`config.mk`:
```
export PLATFORM = sky130hd
export DESIGN_NAME = imem_loader
export DESIGN_NICKNAME = d
export VERILOG_FILES = /design/src/rtl/imem_loader.sv
export SDC_FILE = /design/constraint.sdc
export NUM_CORES = 1
export LEC_CHECK = 0
export BUFFER_PORTS_ARGS = -buffer_cell sky130_fd_sc_hd__buf_2
export CAP_MARGIN = 30
export CORE_MARGIN = 2
export CORE_UTILIZATION = 30
export DETAILED_ROUTE_END_ITERATION = 6
export PLACE_DENSITY_LB_ADDON = 0.25
export REMOVE_ABC_BUFFERS = 1
export SLEW_MARGIN = 10
export SYNTH_ARGS = -nofsm -noshare
export SYNTH_HDL_FRONTEND = slang
export SYNTH_SLANG_ARGS = --single-unit
```
`constraint.sdc`:
```
create_clock -name clk -period 2.5 [get_ports clk]
set_input_delay 0.125 -clock clk [delete_from_list [all_inputs] [get_ports clk]]
set_output_delay 0.125 -clock clk [all_outputs]
set_load 0.005 [all_outputs]
```
`src/rtl/imem_loader.sv`:
```
// imem_loader: assembles a little-endian byte stream into 16-bit instruction
// words and writes them sequentially into instruction memory from address 0.
// Image format: 16-bit LE word count N (1..DEPTH), then N LE words.
module imem_loader #(
  parameter int unsigned DEPTH  = 256,
  parameter int unsigned ADDR_W = 16
) (
  input  logic              clk,
  input  logic              reset,
  input  logic              start,
  input  logic              abort,
  input  logic              in_valid,
  input  logic [7:0]        in_data,
  output logic              in_ready,
  output logic              w_en,
  output logic [ADDR_W-1:0] w_addr,
  output logic [15:0]       w_data,
  output logic              core_hold,
  output logic              busy,
  output logic              done,
  output logic              error,
  output logic [ADDR_W-1:0] word_cnt
);

  typedef enum logic [2:0] {
    IDLE    = 3'd0,
    LEN_LO  = 3'd1,
    LEN_HI  = 3'd2,
    DATA_LO = 3'd3,
    DATA_HI = 3'd4,
    FINISH  = 3'd5
  } state_t;

  state_t      state;
  logic [7:0]  len_lo;
  logic [15:0] len;
  logic [7:0]  lo_byte;
  logic [15:0] len_full;
  logic        xfer;

  // Byte acceptance depends on state only, never on in_valid.
  assign in_ready = (state == LEN_LO) || (state == LEN_HI) ||
                    (state == DATA_LO) || (state == DATA_HI);
  assign xfer     = in_valid && in_ready;
  assign len_full = {in_data, len_lo};

  // Session FSM with registered outputs; abort outranks any byte transfer.
  always_ff @(posedge clk) begin
    if (!reset) begin
      state     <= IDLE;
      len_lo    <= '0;
      len       <= '0;
      lo_byte   <= '0;
      w_en      <= 1'b0;
      w_addr    <= '0;
      w_data    <= '0;
      core_hold <= 1'b0;
      busy      <= 1'b0;
      done      <= 1'b0;
      error     <= 1'b0;
      word_cnt  <= '0;
    end else begin
      w_en <= 1'b0;
      if (abort && in_ready) begin
        state     <= IDLE;
        error     <= 1'b1;
        core_hold <= 1'b0;
        busy      <= 1'b0;
      end else begin
        case (state)
          IDLE: begin
            if (start) begin
              state     <= LEN_LO;
              done      <= 1'b0;
              error     <= 1'b0;
              word_cnt  <= '0;
              core_hold <= 1'b1;
              busy      <= 1'b1;
            end
          end
          LEN_LO: begin
            if (xfer) begin
              len_lo <= in_data;
              state  <= LEN_HI;
            end
          end
          LEN_HI: begin
            if (xfer) begin
              len <= len_full;
              if ((len_full == 16'd0) || (32'(len_full) > DEPTH)) begin
                state     <= IDLE;
                error     <= 1'b1;
                core_hold <= 1'b0;
                busy      <= 1'b0;
              end else begin
                state <= DATA_LO;
              end
            end
          end
          DATA_LO: begin
            if (xfer) begin
              lo_byte <= in_data;
              state   <= DATA_HI;
            end
          end
          DATA_HI: begin
            if (xfer) begin
              w_en     <= 1'b1;
              w_addr   <= word_cnt;
              w_data   <= {in_data, lo_byte};
              word_cnt <= word_cnt + ADDR_W'(1);
              if ((32'(word_cnt) + 32'd1) == 32'(len)) state <= FINISH;
              else                                     state <= DATA_LO;
            end
          end
          FINISH: begin
            state     <= IDLE;
            done      <= 1'b1;
            core_hold <= 1'b0;
            busy      <= 1'b0;
          end
          default: state <= IDLE;
        endcase
      end
    end
  end

endmodule

```
==> results of run 1 <==
==> final timing paths <==
kind / endpoint / slack (ps)
setup / recovery: state[2]$_SDFFE_PP0P_ / 320
hold / removal: w_data[14]$_SDFFE_PN0P_ / 80
setup reg to reg: state[2]$_SDFFE_PP0P_ / 320
hold reg to reg: w_addr[7]$_SDFFE_PN0P_ / 460
==> state kept, by name, summed over array words and instances (netlist names) <==
name and count:
len 16, state 3, lo_byte 8, w_addr 16, error 1, w_en 1
busy 1, word_cnt 16, done 1, len_lo 8, w_data 16
==> cells by family after synthesis <==
| group | share of synthesized area [%] |
|---|---|
| AO/OA/AOI/OAI | 15.9 |
| XOR/XNOR | 4.14 |
| adder cells (fa/ha/maj) | 0.295 |
| buffers and inverters | 4.37 |
| flip-flops | 41.1 |
| multiplexers | 7.33 |
| AND/OR/NAND/NOR | 26.8 |
==> layer usage <==
metal,wire (µm),GRT usage [%],up-vias
met1,5310,21.3,1630
met5,0,0,-
met4,194,6.47,0
met3,522,3.02,15
li1,-,-,1833
met2,4690,22.5,90
==> Yosys cell counts, types with 2 or more instances <==
library cell and instances:
dfxtp_1 87, nand2_1 80, nor2b_1 44, a21boi_0 36, mux2i_1 31, nor2_1 23, clkbuf_1 18, o21ai_0 17
a21oi_1 16, buf_2 15, nand3_1 13, xnor2_1 11, nor3_1 9, xor2_1 9, and3_1 8, inv_1 7
nor4_1 7, a31oi_1 5, nand2b_1 5, nand4_1 5, or3_1 5, nand3b_1 4, a211oi_1 3, nor3b_1 3
a21o_1 2, a22o_1 2, nand4_2 2, o211a_1 2, o21a_1 2, or4_1 2
==> per-stage QoR <==
step	total power (µW)	instances	hold slack [ps]	area (µm²)	TNS [ps]
after floorplan	1530	462	243	4080	-14280
after CTS	3230	733	69.9	5060	0
after global routing	3290	733	92.7	5060	0
after detailed placement	1600	717	442	4710	0
final	3170	733	81.3	5060	0
after global placement	1600	717	434	4710	0
==> critical path, delay by kind of cell, from the launching register on <==
kind	cells	cell delay (ps)
flops	1	560
simple gates	3	1120
xor+xnor	1	170
compound gates	2	280
==> where the power goes <==
part	switching, µW	leakage, µW	internal, µW
registers	15.6	0.000701	1400
logic	90.4	0.00111	65.9
clock network	610	0.000170	992
total	716	0.00198	2450
==> area by class of cell <==
| class | instances | area (µm²) | share of cell area, % |
|---|---|---|---|
| tap | 180 | 225 | 4.45 |
| multi-input combinational | 368 | 2320 | 45.8 |
| timing repair buffer | 75 | 398 | 7.86 |
| clock inverter | 7 | 129 | 2.54 |
| sequential | 87 | 1740 | 34.4 |
| clock buffer | 9 | 225 | 4.45 |
| inverter | 7 | 26.3 | 0.519 |
==> impl_metrics.tcl, run 1 <==
set metrics [dict create \
    status "finished, final reports clean" \
    netlist_area_um2 4240 \
    hold_path_class "in -> reg" \
    cp_cell_sequence "nand4_2, nor4_1, xnor2_1, o32ai_1, nor4b_1, a21o_1" \
    cts_tree "yes" \
    cts_root_buffer "clkbuf_16" \
    ant_nets 0 \
    p_leak_uw 0.00199 \
    grt_usage_pct 15.2 \
    die_w_um 123 \
    core_um2 13800 \
    die_y_um 123 \
    h-tree-depth 3 \
    yosysSeqAreaShare_pct 41.1 \
    drt-vias-per-instance 4.87 \
    max_stage_delay_ps 560 \
    ys_ff_latch 87 \
    gr-total-overflow 0 \
    gp_congestion 0.853 \
    clk_pin_slew_ps 70 \
    drc 0 \
    r2r-start "word_cnt[6]$_SDFFE_PN0P_" \
    critPathKind "reg -> reg" \
    synth_area_leaders "dfxtp_1 41%, mux2i_1 7.3%, nand2_1 7.1%, nor2b_1 6.5%, a21boi_0 6.4%" \
    place_ws_ps 342 \
    layout_common_cells "87 x dfxtp_1, 80 x nand2_1, 66 x buf_2, 44 x nor2b_1, 36 x a21boi_0" \
    ff2ff_path_depth 6 \
    synth_top_area_share_pct 41.1 \
    die_area_um2 15100 \
    clock-sinks 87 \
    ioPinCount 67 \
    first_pass_iters 4 \
    maxCapViolCount 0 \
    synthFlopType "dfxtp_1" \
    fillCellCount 1428 \
    hold_viol 0 \
    detail_route.wirelength_um 10700 \
    synthToLayoutAreaGrowth_pct 19.6 \
    yosysUniqueCellTypes 55 \
    vdd_drop_max_mv 0.251 \
    hold_path.startpoint "in_data[6]" \
    async_flop_share_pct 0 \
    clockBufferDepth 2 \
    post_cts_resize_count 0 \
    period_needed_ps 2180 \
    finalMaxSlewViolations 0 \
    p_per_area_nw_per_um2 626 \
    post_cts_buffers 0 \
    grt_antenna_before_repair 0 \
    endpoint_kind "flip-flop" \
    clock_skew_ps 4.29 \
    routedWlPerCell_um 14.6 \
    syn_area_per_cell_um2 8.50 \
    grt_pass1_wl_um 17700 \
    worst_slack_ps 324 \
    insertedDiodeCount 0 \
    max_freq_ghz 0.460 \
    drtIter0Drc 277 \
    num_rows 43 \
    grt_pass1_vias 3307 \
    syn_inst 498 \
    cp.arrival_ps 2470 \
    utilization_pct 36.6 \
    synth_edf_count 0 \
    yosys_warnings 0 \
    cp-startpoint "word_cnt[6]$_SDFFE_PN0P_" \
    post_route_cells_drive_above_1_share_pct 18.8 \
    nets 562 \
    worst_pin_slew_ps 675 \
    io_buffers 66 \
    grt_max_degree 83 \
    synth_top_area_cell "dfxtp_1" \
    hold_buffers 0 \
    cp_max_fo 10 \
    period_share_pct 87.0 \
    rsz0062_at_grt "no" \
    max_slew_margin_pct 55.0 \
    crit_slowest_cell "dfxtp_1" \
    setup_viol 0 \
    cts_inserted_buffers 9 \
    dp_hpwl_um 7420 \
    startpoint_type "flip-flop" \
    critPathRequiredTime_ps 2800 \
    vias 3568 \
    clk_latency_ps 350 \
    layout_commonest_cell "dfxtp_1" \
    hold_depth 3 \
    initial_core_util_pct 30.6 \
]
No activity file was read; power rests on OpenSTA's default activity.
==> run 2: changes to the inputs <==
--- a/config.mk
+++ b/config.mk
@@ -11,6 +11,7 @@
 export CORE_UTILIZATION = 30
 export DETAILED_ROUTE_END_ITERATION = 6
 export PLACE_DENSITY_LB_ADDON = 0.25
+export RECOVER_POWER = 50
 export REMOVE_ABC_BUFFERS = 1
 export SLEW_MARGIN = 10
 export SYNTH_ARGS = -nofsm -noshare
==> constraint.sdc (replaced) <==
create_clock -name clk -period 2.5 [get_ports clk]
set_input_delay 0.25 -clock clk [delete_from_list [all_inputs] [get_ports clk]]
set_output_delay 0.25 -clock clk [all_outputs]
set_load 0.005 [all_outputs]
==> impl_metrics.tcl, run 2 (synthesis results as in run 1) <==
set metrics [dict create \
    dp_hpwl_um 7420 \
    dp.cells 717 \
    wl_met2_um 4680 \
    grt_usage_pct 15.2 \
    p_leak_uw 0.00186 \
    fillCellCount 1434 \
    nets 562 \
    core_um2 13800 \
    maxCapViolCount 0 \
    grt_pass1_vias 3307 \
    hold_depth 3 \
    utilization_pct 36.3 \
    first_pass_iters 4 \
    ff2ff_path_depth 6 \
    hold_viol 0 \
    clock_skew_ps 4.32 \
    cts_inserted_buffers 9 \
    status "finished, final reports clean" \
    grt_max_degree 83 \
    vdd_drop_max_mv 0.251 \
    max_freq_ghz 0.461 \
    post_cts_resize_count 0 \
    design_area_um2 5010 \
    rrSetupSlack_ps 330 \
    detail_route.wirelength_um 10700 \
    hold_buffers 0 \
    drt-vias-per-instance 4.87 \
    io_buffers 66 \
    vias 3569 \
    ant_nets 0 \
    clk_pin_slew_ps 70 \
    rsz0062_at_grt "no" \
    drc 0 \
    hold_slack_ps 201 \
    gp_congestion 0.853 \
    die_y_um 123 \
    max_slew_margin_pct 54.5 \
    place_ws_ps 342 \
    r2r-start "word_cnt[5]$_SDFFE_PN0P_" \
    h-tree-depth 3 \
    initial_core_util_pct 30.6 \
    critPathKind "reg -> reg" \
    ioPinCount 67 \
    layout_common_cells "87 x dfxtp_1, 80 x nand2_1, 44 x nor2b_1, 40 x buf_2, 36 x a21boi_0" \
    hold_path_class "in -> reg" \
    insertedDiodeCount 0 \
    die_w_um 123 \
    startpoint_type "flip-flop" \
    endpoint_kind "flip-flop" \
    cp.arrival_ps 2470 \
    grt_pass1_wl_um 17700 \
    drtIter0Drc 232 \
    layout_commonest_cell "dfxtp_1" \
    finalMaxSlewViolations 0 \
    post_cts_buffers 0 \
    num_rows 43 \
    stdcell_count 733 \
    post_route_cells_drive_above_1_share_pct 13.0 \
    period_needed_ps 2170 \
    clock-sinks 87 \
    cp_max_fo 11 \
    r2r-end "state[2]$_SDFFE_PP0P_" \
    period_share_pct 86.9 \
    die_area_um2 15100 \
    grt_antenna_before_repair 0 \
    worst_slack_ps 329 \
    gr-total-overflow 0 \
    cts_root_buffer "clkbuf_16" \
    synthToLayoutAreaGrowth_pct 18.3 \
    placed_area_um2 4710 \
    worst_pin_slew_ps 683 \
    critPathRequiredTime_ps 2800 \
    clockBufferDepth 2 \
    hold_end "w_data[14]$_SDFFE_PN0P_" \
    setup_viol 0 \
    top_layer "met4" \
    drt-met1-wl_um 5320 \
    met3_length_um 499 \
    cts_tree "yes" \
    routedWlPerCell_um 14.6 \
    hold_path.startpoint "in_data[6]" \
    clk_latency_ps 350 \
    p_per_area_nw_per_um2 633 \
]
[run 2: where the power goes]
part           total [µW]  internal [µW]  leakage, µW  switching [µW]
combinational         153           64.2     0.000986            89.0
clock                1610            993     0.000170             614
sequential           1410           1400     0.000701            16.1
[run 2: per-stage QoR]
| step | power, µW | setup TNS (ps) |
|---|---|---|
| 5_1_grt | 3290 | 0 |
| 6_report | 3170 | 0 |
| 3_3_place_gp | 1600 | 0 |
| 4_1_cts | 3230 | 0 |
| 3_5_place_dp | 1600 | 0 |
| 2_1_floorplan | 1530 | -14280 |
[run 2: how the worst max path moves through the flow]
| stage | end | startpoint | slack [ps] | cells after the start |
|---|---|---|---|---|
| global route | state[2]$_SDFFE_PP0P_ | word_cnt[5]$_SDFFE_PN0P_ | 170 | 6 |
| floorplan | len[0]$_SDFFE_PN0P_ | state[1]$_SDFFE_PP0P_ | -880 | 4 |
| finish | state[2]$_SDFFE_PP0P_ | word_cnt[5]$_SDFFE_PN0P_ | 330 | 6 |
| global placement | state[1]$_SDFFE_PP0P_ | word_cnt[5]$_SDFFE_PN0P_ | 350 | 5 |
| detailed placement | state[2]$_SDFFE_PP0P_ | word_cnt[5]$_SDFFE_PN0P_ | 340 | 6 |
| CTS | state[2]$_SDFFE_PP0P_ | word_cnt[5]$_SDFFE_PN0P_ | 320 | 6 |
[run 2: cell type report]
class	instances	area, µm²	share of cell area, %
flip-flops and latches	87	1740	34.7
repair buffers	75	350	6.99
inverters	7	26.3	0.524
multi-input cells	368	2310	46.2
well taps	180	225	4.49
clock buffers	9	225	4.49
clock inverters	7	129	2.57
[run 2: worst max-delay path, cell delays in order (launching register included)]
cell and delay (ps):
dfxtp_1 580, nand4_2 300, nor4_1 490, xnor2_1 170, o32ai_1 130, nor4b_1 310
a21o_1 150
[run 2: layer usage]
layer	GRT usage, %	up-vias
li1	-	1830
met1	21.3	1645
met2	22.5	79
met3	3.02	15
met4	6.47	0
met5	0	-
